`src/rtl/mem_bus_ctrl.sv`:
```
// MEM-stage bus controller: decodes loads/stores into N_CH peripheral windows with ready/timeout.
// Latency: hit = 2 cycles + wait states (bounded by TIMEOUT), decode miss = 1 cycle.
// Backpressure: pipeline stall held until the one-cycle response; slow peripherals add wait states.
module mem_bus_ctrl #(
    parameter int                    DATA_WIDTH = 32,
    parameter int                    ADDR_WIDTH = 32,
    parameter int                    N_CH       = 4,
    parameter logic [ADDR_WIDTH-1:0] BASE_ADDR  = 32'h1001_0000,
    parameter int                    REGION_LSB = 16,
    parameter int                    CH_LSB     = 12,
    parameter int                    TIMEOUT    = 15
) (
    input  logic                       clk,
    input  logic                       reset,
    input  logic                       req_valid,
    input  logic                       req_write,
    input  logic [ADDR_WIDTH-1:0]      req_addr,
    input  logic [DATA_WIDTH-1:0]      req_wdata,
    output logic                       stall,
    output logic                       rsp_valid,
    output logic [DATA_WIDTH-1:0]      rsp_rdata,
    output logic                       rsp_err,
    output logic [7:0]                 err_cnt,
    output logic [N_CH-1:0]            ch_sel,
    output logic                       ch_we,
    output logic [CH_LSB-1:0]          ch_addr,
    output logic [DATA_WIDTH-1:0]      ch_wdata,
    input  logic [N_CH*DATA_WIDTH-1:0] ch_rdata,
    input  logic [N_CH-1:0]            ch_ready
);

    localparam int CH_BITS = $clog2(N_CH);
    localparam int CNT_W   = (TIMEOUT > 1) ? $clog2(TIMEOUT) : 1;
    localparam logic [CNT_W-1:0] CNT_LAST = CNT_W'(TIMEOUT - 1);

    typedef enum logic [1:0] {
        ST_IDLE   = 2'd0,
        ST_ACCESS = 2'd1,
        ST_RESP   = 2'd2
    } state_t;

    state_t             state;
    logic [CNT_W-1:0]   tmo_cnt;

    logic [CH_BITS-1:0] req_ch;
    logic               region_hit;
    logic               ch_hit;
    logic               dec_hit;
    logic [N_CH-1:0]    req_onehot;

    logic               sel_ready;
    logic [DATA_WIDTH-1:0] sel_rdata;

    assign req_ch     = req_addr[CH_LSB +: CH_BITS];
    assign region_hit = (req_addr[ADDR_WIDTH-1:REGION_LSB] == BASE_ADDR[ADDR_WIDTH-1:REGION_LSB]);
    // Only matters when N_CH is not a power of two.
    assign ch_hit     = (32'(req_ch) < 32'(N_CH));
    assign dec_hit    = region_hit && ch_hit;
    assign req_onehot = N_CH'(1) << req_ch;

    // ch_sel is one-hot during ACCESS, so it masks out stray ready/data from other channels.
    assign sel_ready = |(ch_sel & ch_ready);

    always_comb begin
        sel_rdata = '0;
        for (int k = 0; k < N_CH; k++) begin
            if (ch_sel[k]) begin
                sel_rdata = sel_rdata | ch_rdata[k*DATA_WIDTH +: DATA_WIDTH];
            end
        end
    end

    // Gated with reset so the pipeline is released the instant reset asserts.
    assign stall = reset && (((state == ST_IDLE) && req_valid) || (state == ST_ACCESS));

    always_ff @(posedge clk or negedge reset) begin
        if (!reset) begin
            state     <= ST_IDLE;
            tmo_cnt   <= '0;
            rsp_valid <= 1'b0;
            rsp_rdata <= '0;
            rsp_err   <= 1'b0;
            err_cnt   <= 8'h00;
            ch_sel    <= '0;
            ch_we     <= 1'b0;
            ch_addr   <= '0;
            ch_wdata  <= '0;
        end else begin
            case (state)
                ST_IDLE: begin
                    if (req_valid) begin
                        if (dec_hit) begin
                            state    <= ST_ACCESS;
                            ch_sel   <= req_onehot;
                            ch_we    <= req_write;
                            ch_addr  <= req_addr[CH_LSB-1:0];
                            ch_wdata <= req_wdata;
                            tmo_cnt  <= '0;
                        end else begin
                            state     <= ST_RESP;
                            rsp_valid <= 1'b1;
                            rsp_err   <= 1'b1;
                            rsp_rdata <= '0;
                        end
                    end
                end

                ST_ACCESS: begin
                    if (sel_ready) begin
                        state     <= ST_RESP;
                        ch_sel    <= '0;
                        ch_we     <= 1'b0;
                        rsp_valid <= 1'b1;
                        rsp_err   <= 1'b0;
                        rsp_rdata <= ch_we ? '0 : sel_rdata;
                    end else if (tmo_cnt == CNT_LAST) begin
                        state     <= ST_RESP;
                        ch_sel    <= '0;
                        ch_we     <= 1'b0;
                        rsp_valid <= 1'b1;
                        rsp_err   <= 1'b1;
                        rsp_rdata <= '0;
                    end else begin
                        tmo_cnt <= tmo_cnt + 1'b1;
                    end
                end

                ST_RESP: begin
                    state     <= ST_IDLE;
                    rsp_valid <= 1'b0;
                    if (rsp_err && (err_cnt != 8'hFF)) begin
                        err_cnt <= err_cnt + 8'h01;
                    end
                end

                default: begin
                    state <= ST_IDLE;
                end
            endcase
        end
    end

endmodule

```
`config.mk`:
```
export PLATFORM = sky130hd
export DESIGN_NAME = mem_bus_ctrl
export DESIGN_NICKNAME = d
export VERILOG_FILES = /design/src/rtl/mem_bus_ctrl.sv
export SDC_FILE = /design/constraint.sdc
export NUM_CORES = 1
export LEC_CHECK = 0
export CORE_ASPECT_RATIO = 1.75
export CORE_UTILIZATION = 35
export CTS_CLUSTER_SIZE = 30
export DETAILED_ROUTE_END_ITERATION = 16
export GPL_TIMING_DRIVEN = 0
export PLACE_DENSITY = 0.78
export SETUP_SLACK_MARGIN = 0.3
export SYNTH_ARGS = -nofsm -noshare
export SYNTH_HDL_FRONTEND = slang
export SYNTH_SLANG_ARGS = --single-unit
```
`constraint.sdc`:
```
create_clock -name clk -period 3.4 [get_ports clk]
set_clock_uncertainty 0.1 [all_clocks]
set_input_delay 0.34 -clock clk [delete_from_list [all_inputs] [get_ports clk]]
set_output_delay 0.34 -clock clk [all_outputs]
set_load 0.005 [all_outputs]
```
==> run summary <==
Non-Filler Instances: 831
Seq/Total Area, Yosys: 53.0%
Num CTS Buffers: 9
CP Data Required Time: 2.96 ns
DRT iter0 DRCs: 160
met3 track demand over resource: 6.70%
cells taking the most area after synthesis: dfrtp_1, mux2_2, a221oi_1
most frequent cell after synthesis: dfrtp_1
power density over the cells: 329 nW/um^2
Initial Util: 36.2%
post-synthesis async set-or-reset flop share: 100%
wire per inst: 19.2 um
area leader, netlist: dfrtp_1
Mean Syn Cell Area: 12.9 um^2
Storage cell area: 2430 um^2
Synth Flop Type: dfrtp_1
Fill cells: 1,028
setup TNS: 0 ns
final worst-path cycle share: 84.5%
library cells used by synthesis: 45
RSZ-0062 raised after global routing: false
pin count of the biggest net entering global routing: 51
clk_lat worst skew: 0.33 ns
maxcap violations: 0
met1 usage: 22.3%
Synth Instances: 356
Nets: 861
CTS Root Cell: clkbuf_16
XOR/XNOR Fraction of Synth Area: 1.53%
# port buffers: 289
TritonCTS clock tree: built
routed via count: 4,380
portion of netlist area occupied by mux cells: 12.1%
area grow syn2layout: 74.7%
Detailed Routing Iterations Pass 1: 6
core area: 12,600 um^2
CP Capture Type: output pin
DRT antenna net count: 0
Vias per Instance: 5.27
ANT cells: 0
PostCTS Resize Cnt: 0
Synth Area in Adders: 0.820%
syn nets: 559
layout cells sized above 1: 10.4%
Slew @ Worst Pin: 0.647 ns
vias in the first global route: 4,722
status: complete, no violations
crit path max fanout: 50
worst hold-check path type: flop to flop
Die H: 153 um
row cnt: 54
drt drc: 0
most frequent cells after synthesis: dfrtp_1, a221oi_1, a22o_1, o2bb2ai_1, mux2_2
largest family of logic cells by synthesized area: compound AO/OA/AOI/OAI gates
Routed Wire Length: 16,000 um
post-DP HPWL: 12,900 um
Compound-Gate Fraction of Synth Area: 21.4%
Yosys reg bits: 97
Global Route Usage Sum: 23.1%
Multi-input gate area: 1960 um^2
Final Hold Fails: 0
Max Freq: 348 MHz
final slew viol count: 0
Reg clk slew, reported paths: 0.06 ns
number of synthesized flops with an enable pin: 0
die area: 13,600 um^2
Most Used Layer, Global Route: met2
first-pass GRT wire length: 23,800 um
Post-Syn Area: 4580 um^2
yosys warns: 0
placed insts: 814
clock tree buffer depth: 2
Placer Congestion: 0.826
slew margin rel.: 56.8%
kind of critical path: input port to output pin
Global Route met2 Usage: 43.5%
Max H-tree Level: 3
Max IR drop VDD: 0.280 mV
Final Critical Period: 2.87 ns
CTS sink count: 97
LEAKAGE: 0.00331 uW
final number of setup-violating endpoints: 0
crit path DAT: 2.43 ns
CP startpoint kind: input port
grt total ovfl: 0
Post-Synth Simple-Gate Area: 6.97%
initial antenna violation count: 0
postcts setup bufs: 0
share of the synthesized area in the top cell type: 53.0%
I/O pin cnt: 292
die outline width: 88.4 um
[flip-flops by register name, indices dropped and copies added, names as in the netlist]
signal,flops
state,2
rsp_valid,1
rsp_err,1
rsp_rdata,32
ch_addr,12
tmo_cnt,4
ch_wdata,32
err_cnt,8
ch_we,1
ch_sel,4
[where the power goes]
| group | leakage, uW | internal (uW) | switching, uW |
|---|---|---|---|
| clock network | 0.000137 | 522 | 432 |
| logic | 0.00184 | 307 | 124 |
| registers | 0.00134 | 1190 | 56.3 |
[placed cells by master (no fill, tap or decap), types with 2 or more instances in the layout]
cell,n
xor2_1,5
a22oi_1,2
mux2_4,10
buf_12,2
ha_1,3
o2bb2ai_1,32
mux2_2,29
clkbuf_1,20
nand3_1,8
nand3b_1,2
and3b_1,2
and3_1,3
buf_4,6
nand2_1,6
dfrtp_1,97
mux2_1,6
a221oi_1,32
inv_1,5
clkdlybuf4s50_1,288
nand4_1,6
o21ai_0,10
a22o_1,32
inv_6,2
xnor2_1,3
nor2_1,8
clkbuf_16,9
nor4b_2,2
nor3_1,3
nor4_2,2
nand2b_1,4
[stage by stage]
step	instance area, um^2	power (uW)	hold WS [ns]	utilization [%]	setup slack [ns]
3_5_place_dp	7700	1700	0.306	61.0	0.787
4_1_cts	8000	2680	0.393	63.3	0.464
6_report	8000	2630	0.388	63.3	0.529
5_1_grt	8000	2760	0.406	63.3	0.344
3_3_place_gp	7680	1690	0.370	60.8	-1.92
2_1_floorplan	4580	1340	-0.0556	-	1.48
[area by class of cell]
| type | count | area share [%] |
|---|---|---|
| buffer | 28 | 2.10 |
| clock buffer | 11 | 3.04 |
| clock inverter | 5 | 0.485 |
| inverter | 5 | 0.235 |
| multi-input combinational | 226 | 24.5 |
| sequential | 97 | 30.4 |
| tap | 168 | 2.63 |
| timing repair buffer | 291 | 36.6 |
[routing by layer]
layer,vias up,share of wire [%]
li1,2002,-
met5,-,0
met3,34,8.8
met1,2103,35
met2,241,53
met4,0,3.5
[worst paths after layout]
path                                     from             to  slack, ns  cells past startpoint
worst max-delay path                    reset          stall       0.53                      5
worst min-delay path            rsp_rdata[25]  rsp_rdata[25]       0.39                      1
worst max register to register      ch_sel[3]  rsp_rdata[16]       1.00                      6
worst min register to register  rsp_rdata[25]  rsp_rdata[25]       0.39                      1
max in group asynchronous               reset   ch_wdata[16]       2.05                      3
min in group asynchronous               reset   rsp_rdata[1]       0.48                      2
[critical path, stage by stage]
cell,delay [ns]
dlygate4sd3_1,0.53
buf_4,0.52
buf_16,0.32
and2_1,0.17
clkdlybuf4s50_1,0.51
[repair_timing]
item,4_1_cts,5_1_grt
endpoints found under the setup margin,0,0
hold buffers,1,0
endpoints found under the hold margin,48,0
[logic make-up after synthesis]
family          Yosys count
simple gates             51
flops                    97
fa+ha+maj                 3
compound gates          118
buf+inv                  33
mux                      46
xor+xnor                  8
Power figures use the tool's default switching activity.
